File: src/rtl/alu_resp_sequencer.sv
// Command-to-response sequencer: issues one command to the shared registered ALU,
// waits out its latency, then streams the response packet byte-by-byte to the TX path.
module alu_resp_sequencer #(
  parameter int unsigned ALU_LATENCY = 1,
  parameter logic [7:0]  OpAdd       = 8'h01,
  parameter logic [7:0]  OpMul       = 8'h02,
  parameter logic [7:0]  OpDiv       = 8'h03
) (
  input  logic        clk,
  input  logic        rst,
  input  logic        cmd_valid_i,
  output logic        cmd_ready_o,
  input  logic [7:0]  cmd_opcode_i,
  input  logic [31:0] cmd_rs1_i,
  input  logic [31:0] cmd_rs2_i,
  output logic [7:0]  alu_opcode_o,
  output logic [31:0] alu_data1_o,
  output logic [31:0] alu_data2_o,
  input  logic [63:0] alu_data_i,
  output logic [7:0]  tx_data_o,
  output logic        tx_valid_o,
  input  logic        tx_ready_i,
  output logic        busy_o,
  output logic        err_o
);

  typedef enum logic [1:0] {StIdle, StWait, StSend} state_e;

  state_e      state_q, state_d;
  logic [3:0]  cnt_q, cnt_d;
  logic [3:0]  idx_q, idx_d;
  logic [63:0] result_q, result_d;
  logic [7:0]  op_q, op_d;
  logic [31:0] data1_q, data1_d;
  logic [31:0] data2_q, data2_d;
  logic        err_q, err_d;

  logic        cmd_supported;
  logic        is_mul;
  logic [3:0]  last_idx;
  logic [15:0] pkt_len;
  logic [2:0]  byte_sel;

  assign cmd_supported = (cmd_opcode_i == OpAdd) || (cmd_opcode_i == OpMul) ||
                         (cmd_opcode_i == OpDiv);

  // Packet shape follows the opcode held on the ALU port for the whole transaction.
  assign is_mul   = (op_q == OpMul);
  assign last_idx = is_mul ? 4'd11 : 4'd7;
  assign pkt_len  = is_mul ? 16'd12 : 16'd8;
  // Payload byte number (idx - 4), only meaningful for idx >= 4.
  assign byte_sel = idx_q[2:0] - 3'd4;

  always_comb begin
    state_d  = state_q;
    cnt_d    = cnt_q;
    idx_d    = idx_q;
    result_d = result_q;
    op_d     = op_q;
    data1_d  = data1_q;
    data2_d  = data2_q;
    err_d    = 1'b0;

    case (state_q)
      StIdle: begin
        if (cmd_valid_i) begin
          if (cmd_supported) begin
            op_d    = cmd_opcode_i;
            data1_d = cmd_rs1_i;
            data2_d = cmd_rs2_i;
            cnt_d   = 4'(ALU_LATENCY);
            state_d = StWait;
          end else begin
            err_d = 1'b1;
          end
        end
      end
      StWait: begin
        if (cnt_q == 4'd0) begin
          result_d = alu_data_i;
          idx_d    = 4'd0;
          state_d  = StSend;
        end else begin
          cnt_d = cnt_q - 4'd1;
        end
      end
      StSend: begin
        if (tx_ready_i) begin
          if (idx_q == last_idx) begin
            state_d = StIdle;
          end else begin
            idx_d = idx_q + 4'd1;
          end
        end
      end
      default: state_d = StIdle;
    endcase
  end

  always_ff @(posedge clk or negedge rst) begin
    if (!rst) begin
      state_q  <= StIdle;
      cnt_q    <= 4'd0;
      idx_q    <= 4'd0;
      result_q <= 64'd0;
      op_q     <= 8'd0;
      data1_q  <= 32'd0;
      data2_q  <= 32'd0;
      err_q    <= 1'b0;
    end else begin
      state_q  <= state_d;
      cnt_q    <= cnt_d;
      idx_q    <= idx_d;
      result_q <= result_d;
      op_q     <= op_d;
      data1_q  <= data1_d;
      data2_q  <= data2_d;
      err_q    <= err_d;
    end
  end

  always_comb begin
    tx_data_o = 8'h00;
    if (state_q == StSend) begin
      case (idx_q)
        4'd0:    tx_data_o = op_q;
        4'd1:    tx_data_o = 8'h00;
        4'd2:    tx_data_o = pkt_len[7:0];
        4'd3:    tx_data_o = pkt_len[15:8];
        default: tx_data_o = result_q[{byte_sel, 3'b000} +: 8];
      endcase
    end
  end

  assign cmd_ready_o  = (state_q == StIdle);
  assign busy_o       = (state_q != StIdle);
  assign tx_valid_o   = (state_q == StSend);
  assign err_o        = err_q;
  assign alu_opcode_o = op_q;
  assign alu_data1_o  = data1_q;
  assign alu_data2_o  = data2_q;

endmodule

File: config.mk
export PLATFORM = sky130hd
export DESIGN_NAME = alu_resp_sequencer
export DESIGN_NICKNAME = d
export VERILOG_FILES = /design/src/rtl/alu_resp_sequencer.sv
export SDC_FILE = /design/constraint.sdc
export NUM_CORES = 1
export LEC_CHECK = 0
export ABC_AREA = 0
export CORE_AREA = 2 2 181 148
export CTS_BUF_LIST = sky130_fd_sc_hd__clkbuf_4
export DETAILED_ROUTE_END_ITERATION = 16
export DIE_AREA = 0 0 183 150
export HOLD_SLACK_MARGIN = 0.03
export PLACE_DENSITY = 0.49
export RECOVER_POWER = 100
export SYNTH_ARGS = -nofsm -noshare
export SYNTH_HDL_FRONTEND = slang
export SYNTH_SLANG_ARGS = --single-unit
File: constraint.sdc
create_clock -name clk -period 2.95 [get_ports clk]
set_clock_uncertainty 0.2 [all_clocks]
set_input_delay 0.885 -clock clk [delete_from_list [all_inputs] [get_ports clk]]
set_output_delay 0.885 -clock clk [all_outputs]
set_load 0.005 [all_outputs]
Word level (Yosys, flattened, before mapping)
Cells that the tools add are included.
{"block": "classes", "addsub": 3, "n_eq_ne": 17, "shifts": 1, "mux": 21, "n_reduce_logical": 13}
{"cell": "64-bit by 7-bit indexed part select with 8-bit output", "n": 1}
{"cell": "8-bit case mux with 4 select lines", "n": 1}
{"cell": "4-bit 2-to-1 mux", "n": 7}
{"cell": "8-bit by 2-bit == test with 1-bit output (second input constant)", "n": 3}
{"cell": "4-bit case mux with 2 select lines", "n": 2}
{"cell": "2-bit 2-to-1 mux", "n": 5}
{"cell": "4-bit by 2-bit == test with 1-bit output (second input constant)", "n": 2}
{"cell": "8-bit by 1-bit == test with 1-bit output (second input constant)", "n": 1}
{"cell": "4-bit zero test", "n": 2}
{"cell": "8-bit 2-to-1 mux", "n": 1}
{"cell": "2-bit inequality test (second input constant)", "n": 4}
{"cell": "4-bit AND reduction", "n": 2}
{"cell": "2-bit by 1-bit inequality test with 1-bit output (second input constant)", "n": 3}
{"cell": "2-bit case mux with 3 select lines", "n": 1}
{"cell": "2-bit nonzero test", "n": 3}
{"cell": "5-bit AND reduction", "n": 1}
{"cell": "4-bit by 1-bit adder with 4-bit output (second input constant)", "n": 1}
{"cell": "4-bit by 1-bit == test with 1-bit output (second input constant)", "n": 1}
{"cell": "4-bit == test", "n": 1}
{"cell": "4-bit by 1-bit subtractor with 4-bit output (second input constant)", "n": 1}
{"cell": "1-bit 2-to-1 mux", "n": 3}
{"cell": "3-bit 2-to-1 mux", "n": 1}
{"cell": "3-bit AND reduction", "n": 1}
{"cell": "3-bit subtractor (second input constant)", "n": 1}
{"cell": "other kinds (5)", "n": 6}
{"block": "word_totals", "regBits": 147, "wordCells": 63}

Logic depth before layout (Yosys ltp)
Gate-level depths: netlist (run 1).
{"block": "logic_depth", "ltp_word": 6, "mapped_depth": 9, "mapped_depth_nobuf": 7}

Least setup slack after synthesis (run 1)
OpenSTA, ideal clock, no wires.
{"block": "synth_timing", "kind": "reg-to-output", "from": "register idx_q[1]", "to": "output port tx_data_o[4]", "t_arrival_ns": 1.896, "required_time_ns": 1.865, "path_slack_ns": -0.031, "stages_incl_launch_ff": 10, "n_path_buf": 2, "cell_sequence": "dfrtp_1 > clkbuf_1 > buf_1 > inv_1 > ha_1 > nor2b_1 > a22oi_1 > nor2_1 > a21oi_1 > nor2_1"}
{"block": "synth_between", "elab_chain_len": 4, "elab_cells_between_ends": 8, "classes_between": "add/sub: 1; eq/ne: 3; shift: 1; mux: 2; reduce/logical: 1"}
{"element": "from (decl)", "line": "31", "rtl": "logic [3:0] idx_q, idx_d;"}
{"element": "from (signal assigned)", "line": "113", "rtl": "idx_q <= idx_d;"}
{"element": "3-bit subtractor", "line": "52", "rtl": "assign byte_sel = idx_q[2:0] - 3'd4;"}
{"element": "64-bit by 7-bit indexed part select with 8-bit output", "line": "130", "rtl": "default: tx_data_o = result_q[{byte_sel, 3'b000} +: 8];"}
{"element": "8-bit case mux with 4 select lines (*)", "line": "125", "rtl": "case (idx_q)"}
{"element": "8-bit 2-to-1 mux (*)", "line": "124", "rtl": "if (state_q == StSend) begin"}
{"element": "to (decl)", "line": "20", "rtl": "output logic [7:0] tx_data_o,"}
Every way passes the cells marked *; elsewhere a longest branch is shown, timed or not.

Final worst setup path (run 1)
{"block": "layout_timing", "from": "register idx_q[0]", "to": "output port tx_data_o[1]"}
The elaborated chain is that of the path after synthesis.

==> results.json, run 1 <==
{
  "critPathLaunchType": "flop",
  "dieArea_sq_um": 27500,
  "drive_gt1_frac": 0.213,
  "crit_arrival_ns": 2.21,
  "violations": "setup timing",
  "nNetsFinal": 953,
  "synth-seq-area-share": 0.582,
  "grt_pass1_vias": 5088,
  "cts_made_buffers": 17,
  "slew_headroom": 0.209,
  "post-place-ws_ns": -0.168,
  "grt_max_degree": 67,
  "mostFrequentLayoutCells": "clkdlybuf4s50_1, nand2_1, dfrtp_1",
  "cp_max_fo": 6,
  "utilization": 0.367,
  "ant_nets": 0,
  "final.setup.tns_ns": -2.51,
  "met2_usage": 0.220,
  "synth-main-ff-cell": "dfrtp_1",
  "crit_family": "buffers and inverters",
  "seqCellArea_sq_um": 3680,
  "use_met1": 0.194,
  "die_y_microns": 150,
  "p_leak_nw": 4.29,
  "gp_congestion": 0.725,
  "critPathSlowestCell": "dfrtp_2",
  "viasPerCell": 4.14,
  "grtUsageTotal": 0.140,
  "fmax_mhz": 303,
  "clkSinkCount": 147,
  "multi_input_area_sq_um": 2500,
  "place_hpwl_mm": 13.4,
  "avgRoutedWirePerCell_microns": 16.3,
  "maxCapViolCount": 0,
  "worstPathCellList": "buf_6 -> inv_1 -> ha_2 -> nor2b_2 -> buf_4 -> a22oi_2 -> nor2_2 -> a21oi_2 -> nor2_1 -> buf_2",
  "coreArea_sq_um": 25700,
  "routed_wl_mm": 18.8,
  "required_ns": 1.87,
  "final_common_cell": "clkdlybuf4s50_1",
  "critPathKind": "reg2out",
  "antenna_found_initial": 2,
  "grt-ovfl-total": 0,
  "final_cell_area_sq_um": 9460,
  "io_pins": 224,
  "area_growth_pct": 49.6,
  "path_clk_slew_ns": 0.13,
  "ctsLongestPathBuffers": 2,
  "finalHoldViolCount": 0,
  "worst_slack_ns": -0.348,
  "drtIter0Drc": 224,
  "hold_path.class": "reg2reg",
  "synth_edf_count": 0,
  "fin_crit_ns": 3.30,
  "num-fill-cells": 2581,
  "post-route-period-util": 1.12,
  "use_met3": 0.0377,
  "h-tree-depth": 4,
  "grt_pass1_wl_mm": 29.4,
  "busiest_layer": "met2",
  "clkLatencyLatePin_ns": 0.54,
  "avgSynthCellArea_sq_um": 11.2,
  "port_buffers": 223,
  "synth_top_area_cell": "dfrtp_1",
  "synth_cell_types": 37,
  "drc": 0,
  "critPathMaxStageDelay_ns": 0.44,
  "rsz0062_at_grt": "yes",
  "worst-path-buf-inv": 4,
  "synthesis.nets": 708,
  "yosysWarningCount": 0,
  "power_density_nw_per_um2": 555,
  "worst_slew_pin_slew_ns": 1.19,
  "cts_tree": "yes",
  "endpoint_kind": "primary output",
  "netlist_top_cells_area": "dfrtp_1, nand2_1, mux2_2",
  "async_flop_share": 1.00,
  "synth_top_area_share": 0.582,
  "placed_area_sq_um": 9130,
  "die_w_microns": 183,
  "outcome": "finished with violations",
  "drtPass1Iterations": 5,
  "root_buffer": "clkbuf_4",
  "drv_slew": 0,
  "placement_rows": 53,
  "synthCells": 564,
  "syn_area_sq_um": 6320,
  "ir_drop_mv": 0.320,
  "vias": 4778,
  "start_util": 0.246,
  "setup_viol": 8,
  "ys_seq_elements": 147
}
==> stage by stage <==
step                      cells  total power [mW]  hold WS [ns]
after floorplan             564              2.95         0.270
after global placement     1116              3.78         0.257
after detailed placement   1116              3.79         0.261
after CTS                  1153              5.37         0.295
after global routing       1153              5.55         0.315
final                      1154              5.24         0.287
==> metal layers <==
metal  wire length (microns)  up-vias
met4                     117        0
met1                    9210     2313
met3                     740        5
met5                       0        -
li1                        -     2358
met2                    8700      102
==> repair_timing <==
action / 4_1_cts / 5_1_grt
gates resized for setup: 44 / 12
cloned: 1 / 0
setup endpoints to repair: 9 / 11
buffers inserted: 3 / 1
hold endpoints to repair: 22 / 0
pin swaps: 6 / 10
hold buffers: 1 / 0
==> sequential cells by signal, indices dropped and copies added, names as in the netlist <==
name,count
alu_opcode_o,8
idx_q,4
state_q,2
err_o,1
alu_data2_o,32
cnt_q,4
alu_data1_o,32
result_q,64
==> Yosys cell counts (all sizes together), types with 2 or more instances <==
cell type and count:
nor4bb 2, dfrtp 147, a22oi 6, and3 2, clkbuf 16, ha 4, nand3b 2, nor3 2
mux4 16, inv 8, mux2 67, nand2b 3, buf 15, nor2b 3, mux2i 3, and2 8
nor2 23, a21oi 13, nor4 3, nand2 208
==> tightest hold or removal path: cells and delay by family, from the launching register on <==
family / cells / cell delay [ns]
DFF: 1 / 0.37
and+or+nand+nor: 2 / 0.10
==> report_power, final <==
part           leakage, nW  switching (mW)  internal [mW]
Clock                0.177           0.867          0.630
Combinational         2.23           0.675          0.858
Sequential            1.88          0.0986           2.11
==> kinds of logic after synthesis <==
family | Yosys count | share of synthesized area
xor gates and xnor gates | 2 | 0.00277
buffers and inverters | 39 | 0.0293
DFF | 147 | 0.582
AOI/OAI and AO/OA | 25 | 0.0248
adders and majority gates | 4 | 0.00792
and+or+nand+nor | 261 | 0.172
muxes | 86 | 0.181
==> final cells by class <==
class	instances	share of cell area
flip-flops and latches	147	0.389
multi-input cells	378	0.264
repair buffers	257	0.264
well taps	330	0.0437
clock inverters	15	0.0216
clock buffers	17	0.0135
inverters	8	0.00318
diodes	2	0.000529
==> worst paths after layout <==
check	start	to	slack [ns]	depth (start not counted)
max	idx_q[0]	tx_data_o[1]	-0.35	10
min	alu_data2_o[22]	alu_data2_o[22]	0.29	2
max reg2reg	cnt_q[1]	result_q[49]	0.54	6
min reg2reg	alu_data2_o[22]	alu_data2_o[22]	0.29	2
max in group asynchronous	rst	alu_data1_o[0]	0.21	3
min in group asynchronous	rst	result_q[31]	0.91	2
No activity file was read; power rests on OpenSTA's default activity.
==> run 2: changes to the inputs <==
- PLACE_DENSITY: 0.49 -> 0.47
- SLEW_MARGIN: not set -> 25
- clock period: 2.95 -> 4.15 ns (I/O delays scaled with it)
==> run 2 against run 1 <==
Effect of this change:
- the run ends with capacitance limit, slew limit left
- die area unchanged
- clock power down 25%
- hold slack worse by 0.0027 ns
- first-iteration DRC count up 6.7%
- total power down 29%
- setup slack better by 0.62 ns
- clock-buffer cell count unchanged
- sequential cell count unchanged
- routed wire length down 2.4%
- sequential power down 29%
- combinational power down 33%
- largest power group unchanged
- highest routed layer is now met5
==> results.json, run 2 (synthesized netlist as in run 1, its figures left out) <==
{
  "grt-ovfl-total": 0,
  "worstPathCellList": "buf_12 -> mux4_2 -> a22oi_1 -> nor2_1 -> a21oi_1 -> nor2_1 -> dlymetal6s4s_1",
  "multi_input_area_sq_um": 2440,
  "p_comb_frac": 0.276,
  "clkSinkCount": 147,
  "critPathKind": "reg2out",
  "crit_family": "multiplexers",
  "num-fill-cells": 2638,
  "root_buffer": "clkbuf_4",
  "avgRoutedWirePerCell_microns": 16.1,
  "finalHoldViolCount": 0,
  "drv_slew": 60,
  "gp_congestion": 0.717,
  "switching_share": 0.303,
  "p_leak_nw": 4.50,
  "crit_arrival_ns": 2.44,
  "die_w_microns": 183,
  "clkPwrFrac": 0.302,
  "fmax_mhz": 258,
  "final_common_cell": "nand2_1",
  "drtIter0Drc": 239,
  "maxCapViolCount": 1,
  "nNetsFinal": 934,
  "post-route-period-util": 0.935,
  "vias": 4784,
  "start_util": 0.246,
  "drtPass1Iterations": 4,
  "busiest_layer": "met2",
  "grt_max_degree": 65,
  "routed_wl_mm": 18.3,
  "slew_headroom": -0.0776,
  "drive_gt1_frac": 0.161,
  "fin_crit_ns": 3.88,
  "placement_rows": 53,
  "io_pins": 224,
  "critPathLaunchType": "flop",
  "use_met1": 0.196,
  "worst-path-buf-inv": 2,
  "power_density_nw_per_um2": 401,
  "final.setup.tns_ns": 0,
  "regMostFlops": "result_q",
  "violations": "capacitance limit, slew limit",
  "path_clk_slew_ns": 0.15,
  "critical_path.most_common_cell": "nor2_1",
  "rsz0062_at_grt": "no",
  "worst_slew_pin_slew_ns": 1.62,
  "worst_slack_ns": 0.268,
  "coreArea_sq_um": 25700,
  "seqCellArea_sq_um": 3680,
  "intPower_mw": 2.60,
  "grt_pass1_vias": 4929,
  "drc": 0,
  "cts_made_buffers": 17,
  "viasPerCell": 4.21,
  "required_ns": 2.70,
  "grtUsageTotal": 0.137,
  "cp_max_fo": 12,
  "met2_usage": 0.199,
  "post-place-ws_ns": 0.412,
  "critPathSlowestCell": "mux4_2",
  "ctsLongestPathBuffers": 2,
  "antenna_found_initial": 3,
  "outcome": "finished with violations",
  "endpoint_kind": "primary output",
  "dieArea_sq_um": 27500,
  "hold_path.class": "reg2reg",
  "p_sw_mw": 1.13,
  "cts_tree": "yes",
  "port_buffers": 223,
  "area_growth_pct": 47.3,
  "ant_nets": 0,
  "ir_drop_mv": 0.185,
  "p_seq_frac": 0.422,
  "clkLatencyLatePin_ns": 0.53,
  "place_hpwl_mm": 13.0,
  "h-tree-depth": 4,
  "setup_viol": 0,
  "die_y_microns": 150,
  "largest_register_ffs": 64,
  "mostFrequentLayoutCells": "nand2_1, dfrtp_1, clkdlybuf4s50_1",
  "grt_pass1_wl_mm": 28.8,
  "use_met3": 0.0477,
  "critPathMaxStageDelay_ns": 0.54
}
run 2: cell count changes in the layout (fill, tap and decap cells not counted), sizes merged:
cell           previous run  this run
buf                      36        11
bufinv                    3         4
clkbuf                   23        22
clkdlybuf4s25             0         2
clkdlybuf4s50           213       137
dlygate4sd3               2        77
dlymetal6s2s              0         4
dlymetal6s4s              0         2
inv                      19        18
run 2: what timing repair did:
item	CTS	global route
hold buffers	0	0
buffers inserted	3	2
pin swaps	0	2
endpoints found under the setup margin	8	8
gates resized for setup	3	10
run 2: stage by stage:
stage | area (sq um) | cells | util | total power [mW] | hold slack (ns)
detailed placement | 8940 | 1096 | 0.348 | 2.63 | 0.261
global route | 9310 | 1134 | 0.362 | 3.96 | 0.307
finish | 9310 | 1135 | 0.362 | 3.73 | 0.285
global placement | 8940 | 1096 | 0.348 | 2.63 | 0.258
floorplan | 6320 | 564 | - | 2.09 | 0.270
CTS | 9330 | 1131 | 0.363 | 3.83 | 0.295
run 2: power by group through the flow:
stage               combinational, mW  sequential (mW)  clock (mW)
floorplan                       0.530             1.56           0
global placement                 1.02             1.60           0
detailed placement               1.02             1.61           0
CTS                              1.06             1.58        1.19
global route                     1.13             1.59        1.24
finish                           1.03             1.57        1.13
run 2: final timing paths:
path	startpoint	endpoint	slack (ns)	cells past startpoint
setup / recovery	idx_q[0]	tx_data_o[5]	0.27	7
hold reg to reg	alu_data2_o[30]	alu_data2_o[30]	0.28	2
max in group asynchronous	rst	alu_data2_o[31]	0.81	2
min in group asynchronous	rst	result_q[6]	0.88	1
setup reg to reg	cnt_q[0]	result_q[18]	0.81	6
hold / removal	alu_data2_o[30]	alu_data2_o[30]	0.28	2
run 2: cell type report:
type,instances,area share
Multi-Input combinational cell,378,0.263
Inverter,8,0.00323
Timing Repair Buffer,238,0.256
Clock inverter,15,0.0245
Clock buffer,17,0.0137
Tap cell,330,0.0444
Antenna cell,2,0.000538
Sequential cell,147,0.395
run 2: worst register-to-register path, cell delays in order (launching register included):
cell	delay, ns
dfrtp_1	0.40
inv_1	0.06
ha_1	0.20
nor3b_1	0.16
nand2_1	0.77
clkbuf_1	1.04
mux2_2	0.44
run 2: metal layers:
metal  part of all wire  vias to the layer above
met5            0.00087                        -
met4             0.0073                        2
li1                   -                     2320
met2               0.43                      117
met3              0.056                       10
met1               0.50                     2335
==> run 3: changes to the inputs <==
- CAP_MARGIN: not set -> 20
==> results of run 3 <==
Final layout, timing and power as in run 2 (identical DEF).
